`config.mk`:
```
export PLATFORM = sky130hd
export DESIGN_NAME = channel_word_aligner_flat
export DESIGN_NICKNAME = d
export VERILOG_FILES = /design/src/rtl/channel_word_aligner_if.sv /design/src/rtl/channel_word_aligner.sv /design/src/flat_wrapper.sv
export SDC_FILE = /design/constraint.sdc
export NUM_CORES = 1
export LEC_CHECK = 0
export ABC_AREA = 0
export CORE_ASPECT_RATIO = 1.4
export CORE_MARGIN = 5
export CORE_UTILIZATION = 60
export DETAILED_ROUTE_END_ITERATION = 16
export PLACE_DENSITY = 0.89
export SYNTH_ARGS = -nofsm -noshare
export SYNTH_HDL_FRONTEND = slang
export SYNTH_SLANG_ARGS = --single-unit
```
`constraint.sdc`:
```
create_clock -name CLK_80 -period 4.1 [get_ports CLK_80]
set_clock_uncertainty 0.2 [all_clocks]
set_input_delay 0.82 -clock CLK_80 [delete_from_list [all_inputs] [get_ports CLK_80]]
set_output_delay 0.82 -clock CLK_80 [all_outputs]
set_load 0.005 [all_outputs]
```
`src/rtl/channel_word_aligner_if.sv`:
```
// Signal bundle between the deserializer side and channel_word_aligner.
// LOSS_CNT is present only when ALIGN_STATS_EN is defined.
interface channel_word_aligner_if #(
  parameter int N_CH  = 8,
  parameter int RATIO = 4
);
  localparam int SW = $clog2(RATIO);

  logic [N_CH*RATIO-1:0] DATA_IN;
  logic [N_CH-1:0]       DISABLE;
  logic                  TRAIN_EN;
  logic [N_CH*RATIO-1:0] DATA_OUT;
  logic [N_CH-1:0]       DATA_VALID;
  logic [N_CH-1:0]       LOCKED_CH;
  logic                  ALL_LOCKED;
  logic [N_CH*SW-1:0]    SLIP_POS;
`ifdef ALIGN_STATS_EN
  logic [N_CH*8-1:0]     LOSS_CNT;

  modport master (
    output DATA_IN, DISABLE, TRAIN_EN,
    input  DATA_OUT, DATA_VALID, LOCKED_CH, ALL_LOCKED, SLIP_POS, LOSS_CNT
  );
  modport slave (
    input  DATA_IN, DISABLE, TRAIN_EN,
    output DATA_OUT, DATA_VALID, LOCKED_CH, ALL_LOCKED, SLIP_POS, LOSS_CNT
  );
`else
  modport master (
    output DATA_IN, DISABLE, TRAIN_EN,
    input  DATA_OUT, DATA_VALID, LOCKED_CH, ALL_LOCKED, SLIP_POS
  );
  modport slave (
    input  DATA_IN, DISABLE, TRAIN_EN,
    output DATA_OUT, DATA_VALID, LOCKED_CH, ALL_LOCKED, SLIP_POS
  );
`endif
endinterface

```
`src/rtl/channel_word_aligner.sv`:
```
// Per-channel bit-slip search, lock tracking and word alignment after the 1:4 deserializers.
// Optional ALIGN_STATS_EN adds LOSS_CNT, a saturating per-channel count of lock losses.
//
// state  | meaning
// SEARCH | stepping the slip offset until the training word appears
// VERIFY | offset found, counting consecutive matches toward LOCK_CNT
// LOCKED | offset frozen, tolerating up to ERR_MAX-1 consecutive mismatches
module channel_word_aligner #(
  parameter int               N_CH     = 8,
  parameter int               RATIO    = 4,
  parameter logic [RATIO-1:0] PATTERN  = 4'b1100,
  parameter int               LOCK_CNT = 16,
  parameter int               ERR_MAX  = 4
) (
  input logic                   CLK_80,
  input logic                   RESET,
  channel_word_aligner_if.slave bus
);
  localparam int SW = $clog2(RATIO);
  localparam int CW = $clog2(LOCK_CNT + 1);
  localparam int EW = $clog2(ERR_MAX + 1);

  typedef enum logic [1:0] {SEARCH = 2'd0, VERIFY = 2'd1, LOCKED = 2'd2} state_t;

  logic [RATIO-1:0]   prev_q  [N_CH];
  logic [2*RATIO-1:0] win     [N_CH];
  logic [RATIO-1:0]   aligned [N_CH];
  state_t             state_q [N_CH];
  state_t             state_d [N_CH];
  logic [SW-1:0]      k_q     [N_CH];
  logic [SW-1:0]      k_d     [N_CH];
  logic [CW-1:0]      cnt_q   [N_CH];
  logic [CW-1:0]      cnt_d   [N_CH];
  logic [EW-1:0]      err_q   [N_CH];
  logic [EW-1:0]      err_d   [N_CH];
  logic [N_CH-1:0]    match;
  logic [N_CH-1:0]    locked_d;

  logic [N_CH*RATIO-1:0] data_out_q;
  logic [N_CH-1:0]       data_valid_q;
  logic                  all_locked_q;
  logic [N_CH-1:0]       locked_ch;
  logic [N_CH*SW-1:0]    slip_pos;

  function automatic logic [SW-1:0] next_k(input logic [SW-1:0] k);
    return (k == SW'(RATIO - 1)) ? '0 : k + SW'(1);
  endfunction

  // The previous word occupies the low half of the window.
  always_comb begin
    for (int c = 0; c < N_CH; c++) begin
      win[c]     = {bus.DATA_IN[c*RATIO +: RATIO], prev_q[c]};
      aligned[c] = win[c][k_q[c] +: RATIO];
      match[c]   = (aligned[c] == PATTERN);
    end
  end

  always_comb begin
    for (int c = 0; c < N_CH; c++) begin
      state_d[c] = state_q[c];
      k_d[c]     = k_q[c];
      cnt_d[c]   = cnt_q[c];
      err_d[c]   = err_q[c];
      if (bus.DISABLE[c]) begin
        state_d[c] = SEARCH;
        k_d[c]     = '0;
        cnt_d[c]   = '0;
        err_d[c]   = '0;
      end else if (bus.TRAIN_EN) begin
        case (state_q[c])
          SEARCH: begin
            if (match[c]) begin
              state_d[c] = VERIFY;
              cnt_d[c]   = CW'(1);
            end else begin
              k_d[c] = next_k(k_q[c]);
            end
          end
          VERIFY: begin
            if (!match[c]) begin
              state_d[c] = SEARCH;
              k_d[c]     = next_k(k_q[c]);
              cnt_d[c]   = '0;
            end else if (cnt_q[c] == CW'(LOCK_CNT - 1)) begin
              state_d[c] = LOCKED;
              cnt_d[c]   = '0;
            end else begin
              cnt_d[c] = cnt_q[c] + CW'(1);
            end
          end
          LOCKED: begin
            if (match[c]) begin
              err_d[c] = '0;
            end else if (err_q[c] == EW'(ERR_MAX - 1)) begin
              state_d[c] = SEARCH;
              err_d[c]   = '0;
              cnt_d[c]   = '0;
            end else begin
              err_d[c] = err_q[c] + EW'(1);
            end
          end
          default: begin
            state_d[c] = SEARCH;
            k_d[c]     = '0;
            cnt_d[c]   = '0;
            err_d[c]   = '0;
          end
        endcase
      end
      locked_d[c] = (state_d[c] == LOCKED);
    end
  end

  // DATA_VALID and ALL_LOCKED are built from the next lock state so they
  // line up with LOCKED_CH at the same edge.
  always_ff @(posedge CLK_80) begin
    if (RESET) begin
      for (int c = 0; c < N_CH; c++) begin
        prev_q[c]  <= '0;
        state_q[c] <= SEARCH;
        k_q[c]     <= '0;
        cnt_q[c]   <= '0;
        err_q[c]   <= '0;
      end
      data_out_q   <= '0;
      data_valid_q <= '0;
      all_locked_q <= 1'b0;
    end else begin
      for (int c = 0; c < N_CH; c++) begin
        prev_q[c]  <= bus.DATA_IN[c*RATIO +: RATIO];
        state_q[c] <= state_d[c];
        k_q[c]     <= k_d[c];
        cnt_q[c]   <= cnt_d[c];
        err_q[c]   <= err_d[c];
        data_out_q[c*RATIO +: RATIO] <= bus.DISABLE[c] ? '0 : aligned[c];
      end
      data_valid_q <= locked_d & ~bus.DISABLE;
      all_locked_q <= (&(locked_d | bus.DISABLE)) & ~(&bus.DISABLE);
    end
  end

  always_comb begin
    for (int c = 0; c < N_CH; c++) begin
      locked_ch[c]            = (state_q[c] == LOCKED);
      slip_pos[c*SW +: SW]    = k_q[c];
    end
  end

  assign bus.DATA_OUT   = data_out_q;
  assign bus.DATA_VALID = data_valid_q;
  assign bus.LOCKED_CH  = locked_ch;
  assign bus.ALL_LOCKED = all_locked_q;
  assign bus.SLIP_POS   = slip_pos;

`ifdef ALIGN_STATS_EN
  logic [7:0]        loss_q [N_CH];
  logic [N_CH*8-1:0] loss_cnt;

  // Any exit from LOCKED counts, including one forced by DISABLE.
  always_ff @(posedge CLK_80) begin
    if (RESET) begin
      for (int c = 0; c < N_CH; c++) loss_q[c] <= '0;
    end else begin
      for (int c = 0; c < N_CH; c++) begin
        if (state_q[c] == LOCKED && state_d[c] == SEARCH && loss_q[c] != 8'hFF)
          loss_q[c] <= loss_q[c] + 8'd1;
      end
    end
  end

  always_comb begin
    for (int c = 0; c < N_CH; c++) loss_cnt[c*8 +: 8] = loss_q[c];
  end

  assign bus.LOSS_CNT = loss_cnt;
`endif
endmodule

```
`src/flat_wrapper.sv`:
```
// flat-port wrapper written by rule: the top's interface ports become plain ports
module channel_word_aligner_flat 
#(
  parameter int               N_CH     = 8,
  parameter int               RATIO    = 4,
  parameter logic [RATIO-1:0] PATTERN  = 4'b1100,
  parameter int               LOCK_CNT = 16,
  parameter int               ERR_MAX  = 4
)
  (CLK_80, RESET, bus_DATA_IN, bus_DISABLE, bus_TRAIN_EN, bus_DATA_OUT, bus_DATA_VALID, bus_LOCKED_CH, bus_ALL_LOCKED, bus_SLIP_POS);
  channel_word_aligner_if #(.N_CH(N_CH), .RATIO(RATIO)) bus_i ();
  input logic CLK_80;
  input logic RESET;
  input wire logic [$bits(bus_i.DATA_IN)-1:0] bus_DATA_IN;
  input wire logic [$bits(bus_i.DISABLE)-1:0] bus_DISABLE;
  input wire logic [$bits(bus_i.TRAIN_EN)-1:0] bus_TRAIN_EN;
  output wire logic [$bits(bus_i.DATA_OUT)-1:0] bus_DATA_OUT;
  output wire logic [$bits(bus_i.DATA_VALID)-1:0] bus_DATA_VALID;
  output wire logic [$bits(bus_i.LOCKED_CH)-1:0] bus_LOCKED_CH;
  output wire logic [$bits(bus_i.ALL_LOCKED)-1:0] bus_ALL_LOCKED;
  output wire logic [$bits(bus_i.SLIP_POS)-1:0] bus_SLIP_POS;
  assign bus_i.DATA_IN = bus_DATA_IN;
  assign bus_i.DISABLE = bus_DISABLE;
  assign bus_i.TRAIN_EN = bus_TRAIN_EN;
  assign bus_DATA_OUT = bus_i.DATA_OUT;
  assign bus_DATA_VALID = bus_i.DATA_VALID;
  assign bus_LOCKED_CH = bus_i.LOCKED_CH;
  assign bus_ALL_LOCKED = bus_i.ALL_LOCKED;
  assign bus_SLIP_POS = bus_i.SLIP_POS;
  channel_word_aligner #(.N_CH(N_CH), .RATIO(RATIO), .PATTERN(PATTERN), .LOCK_CNT(LOCK_CNT), .ERR_MAX(ERR_MAX)) u_core (.CLK_80(CLK_80), .RESET(RESET), .bus(bus_i));
endmodule
```
## After elaboration in Yosys (flattened, before gate mapping)

Memory sizes are Yosys's and may differ from the RTL's.
Cells that the tools add are included.

| storage, ports and cells | value |
|---|---|
| output and inout port bits | 65 |
| bits in writable memories | 128 |
| memories kept | 5 |
| register bits after elaboration | 41 |

| operators by class | value |
|---|---|
| eq/ne operators | 56 |
| multiplexer cells | 251 |
| bitwise gates (word level) | 45 |
| reduce and logical (&&, ||, !) cells | 26 |
| shift-type cells | 8 |
| add/subtract/negate cells | 24 |

Memory list:

| memory | depth | width | read ports | clocked after memory_dff | wr ports | line | source |
|---|---|---|---|---|---|---|---|
| u_core.cnt_q | 8 | 5 | 8 | 0 | 8 | channel_word_aligner.sv:32 | `logic [CW-1:0] cnt_q [N_CH];` |
| u_core.prev_q | 8 | 4 | 8 | 0 | 8 | channel_word_aligner.sv:25 | `logic [RATIO-1:0] prev_q [N_CH];` |
| u_core.err_q | 8 | 3 | 8 | 0 | 8 | channel_word_aligner.sv:34 | `logic [EW-1:0] err_q [N_CH];` |
| u_core.k_q | 8 | 2 | 8 | 0 | 8 | channel_word_aligner.sv:30 | `logic [SW-1:0] k_q [N_CH];` |
| u_core.state_q | 8 | 2 | 8 | 0 | 8 | channel_word_aligner.sv:28 | `state_t state_q [N_CH];` |

Operators with widths:

| operator | count |
|---|---|
| 5-bit 2-to-1 mux | 64 |
| 2-bit 2-to-1 mux | 104 |
| 3-bit 2-to-1 mux | 40 |
| 5-bit case mux with 3 select lines | 8 |
| 8-bit by 3-bit indexed part select with 4-bit output | 8 |
| 2-bit equality test (second input constant) | 24 |
| 2-bit case mux with 3 select lines | 8 |
| 3-bit case mux with 2 select lines | 8 |
| 5-bit by 1-bit adder with 5-bit output (second input constant) | 8 |
| 5-bit by 4-bit equality test with 1-bit output (second input constant) | 8 |
| 1-bit bitwise OR | 40 |
| 4-bit equality test (second input constant) | 8 |
| 4-bit 2-to-1 mux | 8 |
| 2-bit case mux with 2 select lines | 8 |
| 2-bit OR reduction | 16 |
| 3-bit by 1-bit adder with 3-bit output (second input constant) | 8 |
| 3-bit by 2-bit equality test with 1-bit output (second input constant) | 8 |
| 2-bit by 1-bit adder with 2-bit output (second input constant) | 8 |
| 2-bit by 1-bit equality test with 1-bit output (second input constant) | 8 |
| 2-bit zero test | 8 |
| 8-bit AND reduction | 2 |
| 8-bit AND | 1 |
| 8-bit NOT | 1 |
| 8-bit bitwise OR | 1 |
| other kinds (3) | 5 |

## Logic depth before layout (Yosys ltp)

Gate-level depths: netlist (run 1).

| depth | value |
|---|---|
| depth in word-level cells | 10 |
| gate-level depth with buffers | 10 |
| gate-level depth less buffers | 8 |

## Worst setup path before layout (run 1)

No wires, ideal clock.

| timing | value |
|---|---|
| path type | input to register |
| from | input port bus_DATA_IN[20] |
| to | register u_core.all_locked_q (netlist: u_core.bus.ALL_LOCKED) |
| arrival | 2,689 ps |
| required time | 3,797 ps |
| setup time | 103 ps |
| slack | 1,107 ps |
| stages on the path | 8 |
| cells stage by stage | mux4_2 -> and4bb_1 -> buf_6 -> o21ai_2 -> and3_4 -> a32o_1 -> a2111o_1 -> a2111oi_2 |

| on the way | value |
|---|---|
| cells in the longest elaborated chain, start to end | 10 |

RTL lines:

| element | line | source |
|---|---|---|
| start, declared | flat_wrapper.sv:14 | `input wire logic [$bits(bus_i.DATA_IN)-1:0] bus_DATA_IN;` |
| 8-bit by 3-bit indexed part select with 4-bit output (*) | channel_word_aligner.sv:53 | `aligned[c] = win[c][k_q[c] +: RATIO];` |
| 4-bit equality test (*) | channel_word_aligner.sv:54 | `match[c] = (aligned[c] == PATTERN);` |
| 2-bit 2-to-1 mux, on equally long branches | channel_word_aligner.sv:92, channel_word_aligner.sv:72, channel_word_aligner.sv:80 |  |
| 2-bit case mux with 3 select lines (*) | channel_word_aligner.sv:70 | `case (state_q[c])` |
| 2-bit 2-to-1 mux (*) | channel_word_aligner.sv:69 | `end else if (bus.TRAIN_EN) begin` |
| 2-bit 2-to-1 mux (*) | channel_word_aligner.sv:64 | `if (bus.DISABLE[c]) begin` |
| 2-bit equality test (*) | channel_word_aligner.sv:110 | `locked_d[c] = (state_d[c] == LOCKED);` |
| 8-bit bitwise OR (*) | channel_word_aligner.sv:138 | `all_locked_q <= (&(locked_d \| bus.DISABLE)) & ~(&bus.DISABLE);` |
| 8-bit AND reduction (*) | channel_word_aligner.sv:138 |  |
| 1-bit AND (*) | channel_word_aligner.sv:138 |  |
| end signal, assigned | channel_word_aligner.sv:138 |  |
| end, declared | channel_word_aligner.sv:41 | `logic all_locked_q;` |

Every way passes the cells marked *; elsewhere a longest branch is shown, timed or not.
A chain may end at the register's enable or synchronous reset.

## Worst setup path after layout (run 1)

Ends and elaborated chain as after synthesis.

==> Implementation_results.wiki, run 1 <==
{| class="wikitable"
! Metric !! Value
|-
| Starting DRC count in detailed routing || between 300 and 400
|-
| Clock net sink count || between 150 and 200
|-
| Crit Reg-Reg Startpoint || u_core.k_q[1][2]
|-
| CTS H-tree lvls || 4
|-
| Reg2Reg Setup Slack || 1.03 ns
|-
| Layout cell share with drive strength beyond 1 || 9.47%
|-
| Clock tree from TritonCTS || built
|-
| Reported leakage power || 0.00379 uW
|-
| Cell type of the slowest stage on the worst timing path || mux4_2
|-
| Post-Synthesis Mean Instance Area || ~9 sq um
|-
| Required time reported for the critical path endpoint || 4.22 ns
|-
| Minimum clock period after layout || 3.31 ns
|-
| Kind of start point of the critical path || input port
|-
| Wire length after detailed routing || roughly 19000 um
|-
| Run status || finished clean
|-
| Post-synthesis sequential element count || 169
|-
| Cell Chain, Critical Path || clkdlybuf4s50_1 -> mux4_2 -> and4bb_1 -> o21ai_2 -> and3_4 -> a32o_1 -> a2111o_1 -> a2111oi_2
|-
| Antenna violations before repair || 0
|-
| Aggregate negative setup slack || 0 ns
|-
| Largest net degree at the start of global routing || 46
|-
| Number of global-route vias before repair || 7047
|-
| Worst Reg2Reg Path Length in Cells || 7
|-
| Non-filler cells, final || ~1200
|-
| Die ar. || about 0.016 sq mm
|-
| Width of the chip || 109 um
|-
| Total core area || 0.0135 sq mm
|-
| Worst min path class || reg2reg
|-
| Final critical-path share of the clock period || about four fifths
|-
| Power per cell area || 370 mW/mm^2
|-
| DPL Wire Length || 13300 um
|-
| Post-route DRC violation count || 0
|-
| Clock-pin slew of the registers on the worst-case setup and hold paths || ~0.060 ns
|-
| Most common flop cell mapped by yosys || dfxtp_1
|-
| Drt pass-1 iters || 4
|-
| Worst Hold Path Cells || 2
|-
| Endpoint with the worst hold slack || u_core.err_q[7][2]
|-
| Final Slew Violations || 0
|-
| Port bufs || 107
|-
| Data arrival time of the critical path || 3.43 ns
|-
| Relative slew slack || 55.1%
|-
| GRT Residual Overflow || 0
|-
| Share of the yosys chip area belonging to registers || 41.0%
|-
| Post-route core utilization || 74.3%
|-
| # nets final || 1068
|-
| Highest attainable clock frequency || 302 MHz
|-
| Launch instance of the worst min-delay path || u_core.err_q[7][2]
|-
| Post-synthesis instance area || 0.00826 sq mm
|-
| Area Growth Syn to Fin || 21.0%
|-
| Post-synth net total || 986
|-
| Post-DR vias/cell || 5.95
|-
| TritonCTS buffer count || 17
|-
| Floorplan row count || 50
|-
| Die Height || 149 um
|-
| Instance count after placement with tap cells included || 1164
|-
| Hold violation total from the final report || 0
|-
| Critical Path Max Stage Delay || 0.49 ns
|-
| MaxCap Viol Count || 0
|-
| Critical setup path kind || in2reg
|-
| GRT Util Overall || 24.2%
|-
| Number of enable-type register cells in the synthesized netlist || 0
|-
| Count of hold-fix buffers inserted at cts || 0
|-
| Slew @ Worst Pin || 0.673 ns
|-
| Effective utilization at floorplan || 61.4%
|-
| RR Endpoint || u_core.bus.ALL_LOCKED
|-
| Setup-failing EPs final || 0
|-
| Number of gates resized after CTS || 0
|-
| Endpoint class of the critical path || flip-flop
|-
| Root buffer cell || clkbuf_16
|-
| Count of mapped cells out of synthesis || 919
|-
| Post CTS Setup Buffer Count || 0
|-
| Diode count || 0
|-
| Later-pin clock latency in the skew report || roughly 0.42 ns
|-
| Unrepaired setup endpoints after global routing || false
|-
| Commonest cells after routing, fill and taps aside || dfxtp_1 (169), nor2_1 (114), clkdlybuf4s50_1 (105)
|-
| Yosys warning count || 0
|-
| Post-DRT Antenna Nets || 0
|-
| Async set-or-reset flop fraction in the synthesized netlist || 0%
|-
| Max FO, Critical Path || 9
|-
| Total chip power || 3700 uW
|-
| CP bufs+invs || 1
|-
| Worst supply voltage drop on vdd || 0.242 mV
|-
| Post-synthesis cell type count || 83
|-
| Crit-path leading delay family || compound AO/OA/AOI/OAI gates
|-
| Number of placed I/O pins || 108
|-
| Global-route wire length before repair || around 32000 um
|-
| Most common library cell in the layout ignoring fill and taps || dfxtp_1
|-
| Number of buffers between clock root and the deepest sink || 2
|-
| Via Count || 7120
|-
| Final routed wire length divided by cell count || 16.0 um
|-
| Placer Congestion || between 0.8 and 0.9
|}
==> synthesized netlist by cell type (6+ instances only) <==
cell,number,area (sq um)
and2_1,26,163
nor4_1,6,37.5
or4_1,7,52.6
nor3b_1,10,75.1
and3_1,17,106
mux2_2,10,113
nand3_1,28,140
a22oi_1,15,113
clkbuf_1,36,135
mux2i_1,24,240
o21ai_0,28,140
mux4_2,15,338
nor2_1,114,428
o21ai_1,10,50.1
a211oi_1,7,52.6
and4b_1,8,80.1
inv_1,28,105
nand2_1,58,218
a21oi_1,65,325
dfxtp_1,169,3380
o211a_1,6,60.1
nand4_1,7,43.8
nor2b_1,45,282
buf_2,7,35.0
a31oi_1,7,43.8
nand2b_1,10,62.6
or2_2,9,56.3
nor3_1,13,65.1
ha_1,24,300
==> how the worst max path moves through the flow <==
stage / start / to / slack [ns] / depth (start not counted)
floorplan: bus_DATA_IN[20] / u_core.bus.ALL_LOCKED / 1.11 / 8
global placement: bus_DATA_IN[20] / u_core.bus.ALL_LOCKED / 0.47 / 8
detailed placement: bus_DATA_IN[20] / u_core.bus.ALL_LOCKED / 0.38 / 8
CTS: bus_DATA_IN[20] / u_core.bus.ALL_LOCKED / 0.80 / 8
global route: bus_DATA_IN[20] / u_core.bus.ALL_LOCKED / 0.68 / 8
finish: bus_DATA_IN[20] / u_core.bus.ALL_LOCKED / 0.79 / 8
==> final cells by class <==
class	count	area, sq um
Clock buffer	17	425
Clock inverter	15	196
Fill cell	943	3460
Inverter	29	109
Multi-Input combinational cell	669	4530
Sequential cell	169	3380
Tap cell	182	228
Timing Repair Buffer	115	1120
==> state kept, by name (all words and copies together), names as in the netlist <==
signal                 count
u_core.bus.ALL_LOCKED      1
u_core.err_q              24
u_core.bus.DATA_VALID      8
u_core.bus.DATA_OUT       32
u_core.state_q            16
u_core.k_q                16
u_core.cnt_q              40
u_core.prev_q             32
==> power breakdown <==
group	internal, uW	leakage, uW	switching, uW
clock	1020	0.000308	666
combinational	153	0.00211	147
sequential	1680	0.00137	31.6
total	2850	0.00379	845
==> per-stage QoR <==
step	hold slack, ns	instance area, sq um	worst slack [ns]
global placement	0.214	9370	0.473
finish	0.232	9990	0.792
detailed placement	0.222	9370	0.382
CTS	0.231	9990	0.797
global route	0.252	9990	0.683
floorplan	0.208	8260	1.11
==> worst min-delay path, delay by kind of cell (launching register included) <==
kind / cells / cell delay [ns]
flops: 1 / 0.31
simple gates: 2 / 0.08
==> logic make-up after synthesis <==
group / share of synthesized area, %
AND/OR/NAND/NOR: 26.0
AO/OA/AOI/OAI: 16.2
flip-flops: 41.0
buffers and inverters: 4.15
multiplexers: 8.87
adder cells (fa/ha/maj): 3.64
XOR/XNOR: 0.106
==> routing by layer <==
| layer | share of wire, % | up-vias | global-route usage (%) |
|---|---|---|---|
| met5 | 0 | - | 0 |
| met4 | 1.9 | 0 | 8.09 |
| met3 | 5.5 | 33 | 4.94 |
| met2 | 54 | 211 | 44.6 |
| met1 | 39 | 3398 | 27.1 |
| li1 | - | 3478 | - |
Note: power is estimated with default switching activity, not from simulation.
==> run 2: changes to the inputs <==
--- a/config.mk
+++ b/config.mk
@@ -8,9 +8,9 @@
 export ABC_AREA = 0
 export CORE_ASPECT_RATIO = 1.4
 export CORE_MARGIN = 5
-export CORE_UTILIZATION = 60
+export CORE_UTILIZATION = 56
 export DETAILED_ROUTE_END_ITERATION = 16
-export PLACE_DENSITY = 0.89
+export PLACE_DENSITY = 0.84
 export SYNTH_ARGS = -nofsm -noshare
 export SYNTH_HDL_FRONTEND = slang
 export SYNTH_SLANG_ARGS = --single-unit
==> constraint.sdc (replaced) <==
create_clock -name CLK_80 -period 3.4 [get_ports CLK_80]
set_clock_uncertainty 0.2 [all_clocks]
set_input_delay 0.68 -clock CLK_80 [delete_from_list [all_inputs] [get_ports CLK_80]]
set_output_delay 0.68 -clock CLK_80 [all_outputs]
set_load 0.005 [all_outputs]
==> run 2 against run 1 <==
  * Power is 17% higher
  * Via count rose by 1.9%
  * Largest cell class unchanged
  * Design area rose by 1.7%
  * Utilization shrank 3.9 points
  * Worst hold slack better by 0.0044 ns
  * Combinational power increased by 26%
  * Die area is 6.6% higher
  * Global-route usage fell by 1.9 points
  * Setup slack lost 0.46 ns
==> Implementation_results.wiki, run 2 (synthesis gave the netlist of run 1 again) <==
{| class="wikitable"
! Metric !! Value
|-
| Run status || finished clean
|-
| Number of global-route vias before repair || 7089 (+0.60%)
|-
| Worst Hold Path Cells || 2 (unchanged)
|-
| Power per cell area || 427 mW/mm^2 (+15%)
|-
| Unrepaired setup endpoints after global routing || false
|-
| GRT Residual Overflow || 0 (unchanged)
|-
| Post CTS Setup Buffer Count || 0 (unchanged)
|-
| Endpoint with the worst hold slack || u_core.cnt_q[0][9]
|-
| Critical Path Most Common Cell || buf_4
|-
| Endpoint class of the critical path || flip-flop
|-
| Max FO, Critical Path || 9 (unchanged)
|-
| Number of buffers between clock root and the deepest sink || 2 (unchanged)
|-
| Combinational cell fraction of total power || 8.7% (+0.6 points)
|-
| Placer Congestion || 0.880 (+2.8%)
|-
| # nets final || 1093 (+2.3%)
|-
| Drt pass-1 iters || 7 (+3)
|-
| Cell Chain, Critical Path || clkdlybuf4s50_1 -> mux4_2 -> nor4bb_1 -> buf_4 -> buf_4 -> nor2_1 -> o311a_1 -> buf_4 -> a31oi_1 -> nor2_1
|-
| Die ar. || 0.0173 sq mm (+6.6%)
|-
| MaxCap Viol Count || 0 (unchanged)
|-
| Worst Reg2Reg Path Length in Cells || 9 (+2)
|-
| Final routed wire length divided by cell count || 15.7 um (-2.2%)
|-
| Slew @ Worst Pin || 0.639 ns (-0.0339 ns)
|-
| GRT Util Overall || 22.3% (-1.9 points)
|-
| Non-filler cells, final || 1228 (+2.7%)
|-
| Post-route DRC violation count || 0 (unchanged)
|-
| Area of placed instances || 0.00958 sq mm (+2.2%)
|-
| Total core area || 0.0144 sq mm (+7.4%)
|-
| Final critical-path share of the clock period || 90.3%
|-
| Layout cell share with drive strength beyond 1 || 11.6% (+2.2 points)
|-
| Highest attainable clock frequency || 326 MHz
|-
| Worst-case setup slack after placement || -0.0539 ns (-0.436 ns)
|-
| Final instance area || 0.0102 sq mm (+1.7%)
|-
| Clock share of power || 43.8% (-1.9 points)
|-
| Setup-failing EPs final || 0 (unchanged)
|-
| Wire length after detailed routing || 19200 um (+0.43%)
|-
| Count of filler cells inserted in the layout || 1096 (+16%)
|-
| Via Count || 7255 (+1.9%)
|-
| Data arrival time of the critical path || 3.18 ns (-0.25 ns)
|-
| Crit Reg-Reg Startpoint || u_core.k_q[1][4]
|-
| CTS H-tree lvls || 4 (unchanged)
|-
| Post-DRT Antenna Nets || 0 (unchanged)
|-
| Total chip power || 4340 uW (+17%)
|-
| Count of hold-fix buffers inserted at cts || 0 (unchanged)
|-
| Final Slew Violations || 0 (unchanged)
|-
| Commonest cells after routing, fill and taps aside || dfxtp_1 (169), nor2_1 (114), clkdlybuf4s50_1 (105)
|-
| Worst min path class || reg2reg
|-
| Crit-path leading delay family || buffers and inverters
|-
| Clock net sink count || 169 (unchanged)
|-
| Worst supply voltage drop on vdd || 0.266 mV (+10%)
|-
| Diode count || 0 (unchanged)
|-
| Area Growth Syn to Fin || 23.1%
|-
| Sequential share of power || 47.5% (+1.3 points)
|-
| TritonCTS buffer count || 17 (unchanged)
|-
| Switching power || 1050 uW (+24%)
|-
| Largest net degree at the start of global routing || 54 (+17%)
|-
| Global-route wire length before repair || 32600 um (+1.5%)
|-
| Required time reported for the critical path endpoint || 3.51 ns (-0.71 ns)
|-
| Instance count after placement with tap cells included || 1196 (+2.7%)
|-
| Cell type of the slowest stage on the worst timing path || mux4_2
|-
| Post-DR vias/cell || 5.91 (-0.76%)
|-
| Clock-pin slew of the registers on the worst-case setup and hold paths || 0.07 ns (about the same)
|-
| Hold violation total from the final report || 0 (unchanged)
|-
| Number of placed I/O pins || 108 (unchanged)
|-
| Floorplan row count || 52 (+4.0%)
|-
| Later-pin clock latency in the skew report || 0.42 ns (about the same)
|-
| Flip-flop count of the largest register after layout || 40 (unchanged)
|-
| Worst path setup slack after routing || 0.330 ns (-0.462 ns)
|-
| Aggregate negative setup slack || 0 ns (unchanged)
|-
| RR Endpoint || u_core.cnt_q[0][31]
|-
| Clock tree from TritonCTS || built
|-
| Launch instance of the worst min-delay path || u_core.cnt_q[0][9]
|-
| Effective utilization at floorplan || 57.2% (-4.2 points)
|-
| Relative slew slack || 57.4% (+2.3 points)
|-
| Reported leakage power || 0.00389 uW (+2.6%)
|-
| DPL Wire Length || 13800 um (+4.2%)
|-
| Reg2Reg Setup Slack || 0.39 ns (-0.64 ns)
|-
| Die Height || 154 um (+3.3%)
|-
| Port bufs || 107 (unchanged)
|-
| Kind of start point of the critical path || input port
|-
| Starting DRC count in detailed routing || 457 (+31%)
|-
| CP bufs+invs || 4 (+3)
|-
| Critical Path Max Stage Delay || 0.50 ns (about the same)
|-
| Largest register by flop count || u_core.cnt_q
|-
| Root buffer cell || clkbuf_16
|-
| Most common library cell in the layout ignoring fill and taps || dfxtp_1
|-
| Antenna violations before repair || 0 (unchanged)
|-
| Width of the chip || 113 um (+3.2%)
|-
| Minimum clock period after layout || a little over 3 ns
|-
| Number of gates resized after CTS || 0 (unchanged)
|-
| Switching portion of total power || 24.2% (+1.4 points)
|-
| Critical setup path kind || in2reg
|-
| Cell Int Power || 3290 uW (+15%)
|}
[run 2: cell type report]
| type | count | area, sq um | share of cell area (%) |
|---|---|---|---|
| Inverter | 29 | 109 | 1.07 |
| Tap cell | 189 | 236 | 2.33 |
| Sequential cell | 169 | 3380 | 33.3 |
| Timing Repair Buffer | 140 | 1320 | 13.0 |
| Multi-Input combinational cell | 669 | 4530 | 44.6 |
| Clock buffer | 19 | 453 | 4.46 |
| Clock inverter | 13 | 134 | 1.32 |
[run 2: metal layers]
layer / wire [um] / track usage, % / vias to the layer above / part of all wire, %
li1: - / - / 3523 / -
met2: 10100 / 40.3 / 195 / 52
met5: 0 / 0 / - / 0
met1: 7820 / 25.4 / 3500 / 41
met3: 963 / 4.88 / 37 / 5.0
met4: 398 / 8.42 / 0 / 2.1
[run 2: worst max-delay path by stage]
stage	from	to	slack (ns)	depth (start not counted)
floorplan	bus_DATA_IN[20]	u_core.bus.ALL_LOCKED	0.55	8
global placement	bus_DATA_IN[24]	u_core.cnt_q[0][31]	0.02	10
detailed placement	bus_DATA_IN[24]	u_core.cnt_q[0][31]	-0.05	10
CTS	bus_DATA_IN[20]	u_core.bus.ALL_LOCKED	0.37	8
global route	bus_DATA_IN[20]	u_core.bus.ALL_LOCKED	0.27	8
finish	bus_DATA_IN[24]	u_core.cnt_q[0][31]	0.33	10
[run 2: worst reg2reg max path: stages, from the launching register on]
cell	delay [ns]
dfxtp_1	0.57
mux4_2	0.59
nor4bb_1	0.43
buf_4	0.19
buf_4	0.15
nor2_1	0.06
o311a_1	0.35
buf_4	0.16
a31oi_1	0.15
nor2_1	0.05
[run 2: per-stage QoR]
stage          hold WS (ns)  util (%)
2_1_floorplan         0.208         -
3_5_place_dp          0.221      66.3
4_1_cts               0.232      70.4
5_1_grt               0.247      70.4
6_report              0.237      70.4
3_3_place_gp          0.215      66.3
[run 2: power groups by stage]
stage	clock [uW]	combinational [uW]	sequential, uW
2_1_floorplan	0	226	2090
3_5_place_dp	0	378	2100
6_report	1900	379	2060
5_1_grt	2010	415	2060
3_3_place_gp	0	369	2100
4_1_cts	1920	380	2060
==> run 3: changes to the inputs <==
--- a/config.mk
+++ b/config.mk
@@ -6,7 +6,7 @@
 export NUM_CORES = 1
 export LEC_CHECK = 0
 export ABC_AREA = 0
-export CORE_ASPECT_RATIO = 1.4
+export CORE_ASPECT_RATIO = 2
 export CORE_MARGIN = 5
 export CORE_UTILIZATION = 56
 export DETAILED_ROUTE_END_ITERATION = 16
==> run 3 against run 2 <==
  * Utilization fell by 0.24 points
  * Highest routed layer unchanged
  * Power fell by 0.18%
  * Fmax fell by 0.41%
  * Critical endpoint is now u_core.bus.ALL_LOCKED
  * Sequential cell count did not move
  * Sequential power barely moved
  * Count of clock-buffer cells in the layout fell by 2
  * Design area fell by 0.44%
==> Implementation_results.wiki, run 3 (synthesis gave the netlist of run 1 again) <==
{| class="wikitable"
! Metric !! Value
|-
| Hold violation total from the final report || 0 (unchanged)
|-
| Die Height || 182 um (+18%)
|-
| Sequential share of power || 47.6% (about the same)
|-
| Run status || finished clean
|-
| Clock-pin slew of the registers on the worst-case setup and hold paths || 0.07 ns (about the same)
|-
| Total core area || 0.0144 sq mm (-0.10%)
|-
| Layout cell share with drive strength beyond 1 || 11.1% (-0.51 points)
|-
| Wire length after detailed routing || 20300 um (+5.4%)
|-
| Reported leakage power || 0.00387 uW (-0.56%)
|-
| Die ar. || 0.0174 sq mm (+0.65%)
|-
| Diode count || 0 (unchanged)
|-
| Cell Chain, Critical Path || clkdlybuf4s50_1 -> mux4_2 -> nor4bb_1 -> buf_4 -> and2_1 -> a31oi_4 -> o2111ai_1 -> a2111o_1 -> a2111oi_2
|-
| Final critical-path share of the clock period || 90.7% (+0.37 points)
|-
| Port bufs || 107 (unchanged)
|-
| Relative slew slack || 39.1% (-18 points)
|-
| Later-pin clock latency in the skew report || 0.42 ns (about the same)
|-
| Post-route DRC violation count || 0 (unchanged)
|-
| Number of buffers between clock root and the deepest sink || 2 (unchanged)
|-
| Worst hold margin || 0.228 ns (-0.00845 ns)
|-
| Launch instance of the worst min-delay path || u_core.cnt_q[0][9]
|-
| Final Slew Violations || 0 (unchanged)
|-
| Crit Reg-Reg Startpoint || u_core.k_q[1][1]
|-
| Area Growth Syn to Fin || 22.6%
|-
| Flip-flop count of the largest register after layout || 40 (unchanged)
|-
| Worst Reg2Reg Path Length in Cells || 8 (-1)
|-
| Commonest cells after routing, fill and taps aside || dfxtp_1 (169), nor2_1 (114), clkdlybuf4s50_1 (105)
|-
| MaxCap Viol Count || 0 (unchanged)
|-
| Starting DRC count in detailed routing || 414 (-9.4%)
|-
| Drt pass-1 iters || 5 (-2)
|-
| Global-route wire length before repair || 33900 um (+4.2%)
|-
| Worst supply voltage drop on vdd || 0.394 mV (+48%)
|-
| Highest attainable clock frequency || 324 MHz (-0.41%)
|-
| Antenna violations before repair || 0 (unchanged)
|-
| Max FO, Critical Path || 6 (-3)
|-
| Required time reported for the critical path endpoint || 3.52 ns (about the same)
|-
| Minimum clock period after layout || 3.08 ns (+0.0126 ns)
|-
| Cell Int Power || 3300 uW (+0.50%)
|-
| RR Endpoint || u_core.bus.ALL_LOCKED
|-
| Effective utilization at floorplan || 57.2% (+0.059 points)
|-
| Number of global-route vias before repair || 7414 (+4.6%)
|-
| Clock tree from TritonCTS || built
|-
| Critical Path Max Stage Delay || 0.49 ns (about the same)
|-
| Worst min path class || reg2reg
|-
| Final routed wire length divided by cell count || 16.6 um (+5.7%)
|-
| Unrepaired setup endpoints after global routing || false
|-
| Combinational cell fraction of total power || 8.7% (about the same)
|-
| Count of hold-fix buffers inserted at cts || 0 (unchanged)
|-
| Data arrival time of the critical path || 3.20 ns (+0.02 ns)
|-
| Crit-path leading delay family || compound AO/OA/AOI/OAI gates
|-
| Clock net sink count || 169 (unchanged)
|-
| Switching power || 1030 uW (-2.3%)
|-
| Number of placed I/O pins || 108 (unchanged)
|-
| TritonCTS buffer count || 17 (unchanged)
|-
| Most common library cell in the layout ignoring fill and taps || dfxtp_1
|-
| Width of the chip || 95.9 um (-15%)
|-
| Total chip power || 4330 uW (-0.18%)
|-
| CP bufs+invs || 2 (-2)
|-
| Slew @ Worst Pin || 0.906 ns (+0.267 ns)
|-
| GRT Residual Overflow || 0 (unchanged)
|-
| Clock share of power || 43.7% (about the same)
|-
| Largest register by flop count || u_core.cnt_q
|-
| Post-DR vias/cell || 6.05 (+2.4%)
|-
| Aggregate negative setup slack || 0 ns (unchanged)
|-
| DPL Wire Length || 14500 um (+4.7%)
|-
| Post-DRT Antenna Nets || 0 (unchanged)
|-
| GRT Util Overall || 24.1% (+1.8 points)
|-
| # nets final || 1088 (-0.46%)
|-
| CTS H-tree lvls || 4 (unchanged)
|-
| Power per cell area || 428 mW/mm^2 (+0.26%)
|-
| Worst Hold Path Cells || 2 (unchanged)
|-
| Floorplan row count || 62 (+19%)
|-
| Number of gates resized after CTS || 0 (unchanged)
|-
| Root buffer cell || clkbuf_16
|-
| Cell type of the slowest stage on the worst timing path || mux4_2
|-
| Critical setup path kind || in2reg
|-
| Kind of start point of the critical path || input port
|-
| Largest net degree at the start of global routing || 73 (+35%)
|-
| Via Count || 7413 (+2.2%)
|-
| Endpoint class of the critical path || flip-flop
|-
| Placer Congestion || 0.873 (-0.70%)
|-
| Endpoint with the worst hold slack || u_core.cnt_q[0][9]
|-
| Reg2Reg Setup Slack || 0.35 ns (-0.04 ns)
|-
| Post CTS Setup Buffer Count || 0 (unchanged)
|-
| Setup-failing EPs final || 0 (unchanged)
|-
| Switching portion of total power || 23.7% (-0.52 points)
|}
## run 3: cell types whose count changed in the layout (fill, tap and decap cells not counted)
cell and delta:
clkinv_4 -2, clkinvlp_4 -1, clkbuf_8 -2, bufinv_16 +1, buf_4 -5, clkinv_2 +4
inv_6 -1
## run 3: layout make-up
cell class | count | area [sq um]
clock inverter | 14 | 150
clock buffer | 17 | 425
sequential | 169 | 3380
multi-input combinational | 669 | 4530
fill | 1150 | 4310
tap | 192 | 240
timing repair buffer | 135 | 1280
inverter | 29 | 109
## run 3: tightest hold or removal path, delay by kind of cell (launching register included)
kind / cells / cell delay [ns]
simple gates: 1 / 0.05
compound gates: 1 / 0.03
flops: 1 / 0.31
## run 3: worst max-delay path by stage
stage / startpoint / end / slack [ns] / cells after the start
after CTS: bus_DATA_IN[20] / u_core.bus.ALL_LOCKED / 0.31 / 8
after detailed placement: bus_DATA_IN[20] / u_core.cnt_q[0][28] / -0.08 / 8
after global placement: bus_DATA_IN[24] / u_core.cnt_q[0][33] / 0.003 / 9
after floorplan: bus_DATA_IN[20] / u_core.bus.ALL_LOCKED / 0.55 / 8
final: bus_DATA_IN[24] / u_core.bus.ALL_LOCKED / 0.32 / 9
after global routing: u_core.k_q[1][1] / u_core.bus.ALL_LOCKED / 0.18 / 8
## run 3: power by group through the flow
stage / combinational (uW) / sequential, uW / clock (uW)
floorplan: 226 / 2090 / 0
global placement: 365 / 2100 / 0
detailed placement: 371 / 2110 / 0
CTS: 375 / 2060 / 1910
global route: 410 / 2070 / 2000
finish: 375 / 2060 / 1890
## run 3: per-stage QoR
stage                     instances  area, sq um  utilization [%]  setup slack (ns)
after global placement         1194         9550             66.2           0.00282
after floorplan                 919         8260                -             0.547
final                          1225        10100             70.1             0.317
after CTS                      1225        10100             70.1             0.315
after global routing           1225        10100             70.1             0.176
after detailed placement       1194         9550             66.2           -0.0831
## run 3: routing by layer
metal | share of wire, % | global-route usage [%]
met1 | 36 | 24.1
met3 | 3.9 | 4.06
met2 | 57 | 46.0
met4 | 3.5 | 11.2
met5 | 0 | 0
==> RTL change: new RTL, flow settings as in run 1 <==
`LOCK_CNT` is set to 16 in 2 places; all go to 32.
--- a/src/rtl/channel_word_aligner.sv
+++ b/src/rtl/channel_word_aligner.sv
@@ -11,3 +11,3 @@
   parameter logic [RATIO-1:0] PATTERN  = 4'b1100,
-  parameter int               LOCK_CNT = 16,
+  parameter int               LOCK_CNT = 32,
   parameter int               ERR_MAX  = 4
--- a/src/flat_wrapper.sv
+++ b/src/flat_wrapper.sv
@@ -6,3 +6,3 @@
   parameter logic [RATIO-1:0] PATTERN  = 4'b1100,
-  parameter int               LOCK_CNT = 16,
+  parameter int               LOCK_CNT = 32,
   parameter int               ERR_MAX  = 4
Formal check against the unedited RTL: no difference found for any inputs over 4 cycles, from zero or initial values and one cycle with RESET high; that may be too few to reach the edited logic, so the function may still have changed.
==> RTL change against run 1 <==
Routed wire length grew 8.7%. Setup slack gained 0.032 ns. Sequential share of layout area shrank 0.30 points. Synthesized area grew 7.0%. Cell count grew 6.0%. Sequential cell count grew 8. Power grew 1.3%. Final area grew 5.7%. Largest power group unchanged. Highest routed layer unchanged.
==> RTL change: results (changes against run 1) <==
[global_route]
grt_util_met2=0.451  ; +0.00525
grt_pass1_wl_mm=35.8  ; +11%
grt_max_degree=38  ; -17%
grt_use_met1=0.275  ; +0.00395
grt_use_met3=0.0570  ; +0.00765
grt_usage=0.247  ; +0.00500
grt_pass1_vias=7690  ; +9.1%

[worst_setup_path]
critPathArrivalTime_ns=3.40  ; -0.03 ns
rrSetupSlack_ns=1.06  ; +0.03 ns
r2r.worst_path.cells=6  ; -1
reg2reg_from=u_core.k_q[1][2]
reg2reg_to=u_core.cnt_q[0][33]
crit_start=bus_DATA_IN[20]
crit_end=u_core.cnt_q[0][33]

[final_layout]
drive_above_1_share=0.0843  ; -0.0103
nets=1136  ; +6.4%
largest_reg_flops=48  ; +20%
fillerInstances=1064  ; +13%

[synthesis]
synth_area_leaders=dfxtp_1, mux4_2, nor2_1, nor2b_1, a21oi_1
ys_seq_area_frac=0.401  ; -0.00886
synth.distinct_cells=79  ; -4.8%
ys_top_cells_by_count=dfxtp_1, nor2_1, a21oi_1, nand2_1, nor2b_1

[worst_hold_path]
hold-path-endpoint=u_core.err_q[7][2]

[cts]
post_cts_buffers=0  ; unchanged
numCtsBuffers=17  ; unchanged
insertion_delay_ns=0.43
h-tree-depth=4  ; unchanged

[placement]
dpl.hpwl_mm=14.7  ; +11%
dpl_cell_area_sq_um=9960  ; +6.3%
gp_congestion=0.936  ; +9.4%

[drt]
drt_pass1_iterations=5  ; +1
drt_iter0_markers=467  ; +34%
viasPerCell=6.10  ; +2.5%
wl_per_cell_um=16.4  ; +2.6%

[pwr]
vdd_drop_max_uv=284  ; +18%
p_leak_uw=0.00392  ; +3.5%

[outcome]
run_status=finished clean

[timing]
tightest_slew_ns=0.711  ; +0.0372 ns
holdWs_ns=0.234  ; +0.00155 ns

RTL change: changes by cell type in the layout (fill, tap and decap cells not counted), sizes merged, moves of 7 or more:
| cell | change |
|---|---|
| a2111oi | -7 |
| and4b | -8 |
| nand2b | +9 |
| nand3 | +11 |
| and3 | +9 |
| nand4 | +8 |
| dfxtp | +8 |
| mux4 | +8 |
| nor2b | +12 |
| inv | -15 |
RTL change: layer usage:
metal  part of all wire  wire [um]
met5                  0          0
met2               0.53      11100
met4              0.020        418
met3              0.050       1050
met1               0.40       8250
RTL change: through the flow:
stage,instances,setup slack [ns]
4_1_cts,1268,0.868
6_report,1268,0.823
3_3_place_gp,1239,0.596
3_5_place_dp,1239,0.517
2_1_floorplan,993,1.16
5_1_grt,1268,0.693
RTL change: final cells by class:
type | instances | area (sq um) | share of cell area
Multi-Input combinational cell | 740 | 4990 | 0.472
Sequential cell | 177 | 3540 | 0.336
Timing Repair Buffer | 114 | 1130 | 0.107
Clock buffer | 23 | 488 | 0.0462
Tap cell | 189 | 236 | 0.0224
Clock inverter | 6 | 105 | 0.00996
Inverter | 19 | 71.3 | 0.00676
RTL change: kinds of logic (layout without fill, tap and decap cells):
logic type                 Yosys count  count (layout)  share of synthesized area
AOI/OAI and AO/OA                  196             196                      0.146
xor gates and xnor gates             6               6                    0.00595
DFF                                177             177                      0.401
muxes                               55              55                     0.0981
buffers and inverters               76             162                     0.0347
adders and majority gates           24              24                     0.0340
and+or+nand+nor                    459             459                      0.280
RTL change: critical path, cell delays in order:
cell             delay [ns]
clkdlybuf4s50_1        0.47
mux4_2                 0.52
and4_1                 0.31
o21ai_0                0.44
o311a_1                0.41
o21ai_0                0.15
a32o_1                 0.28
RTL change: power by group:
group,internal [uW],switching [uW]
clock network,1010,622
logic,163,160
registers,1760,35.2
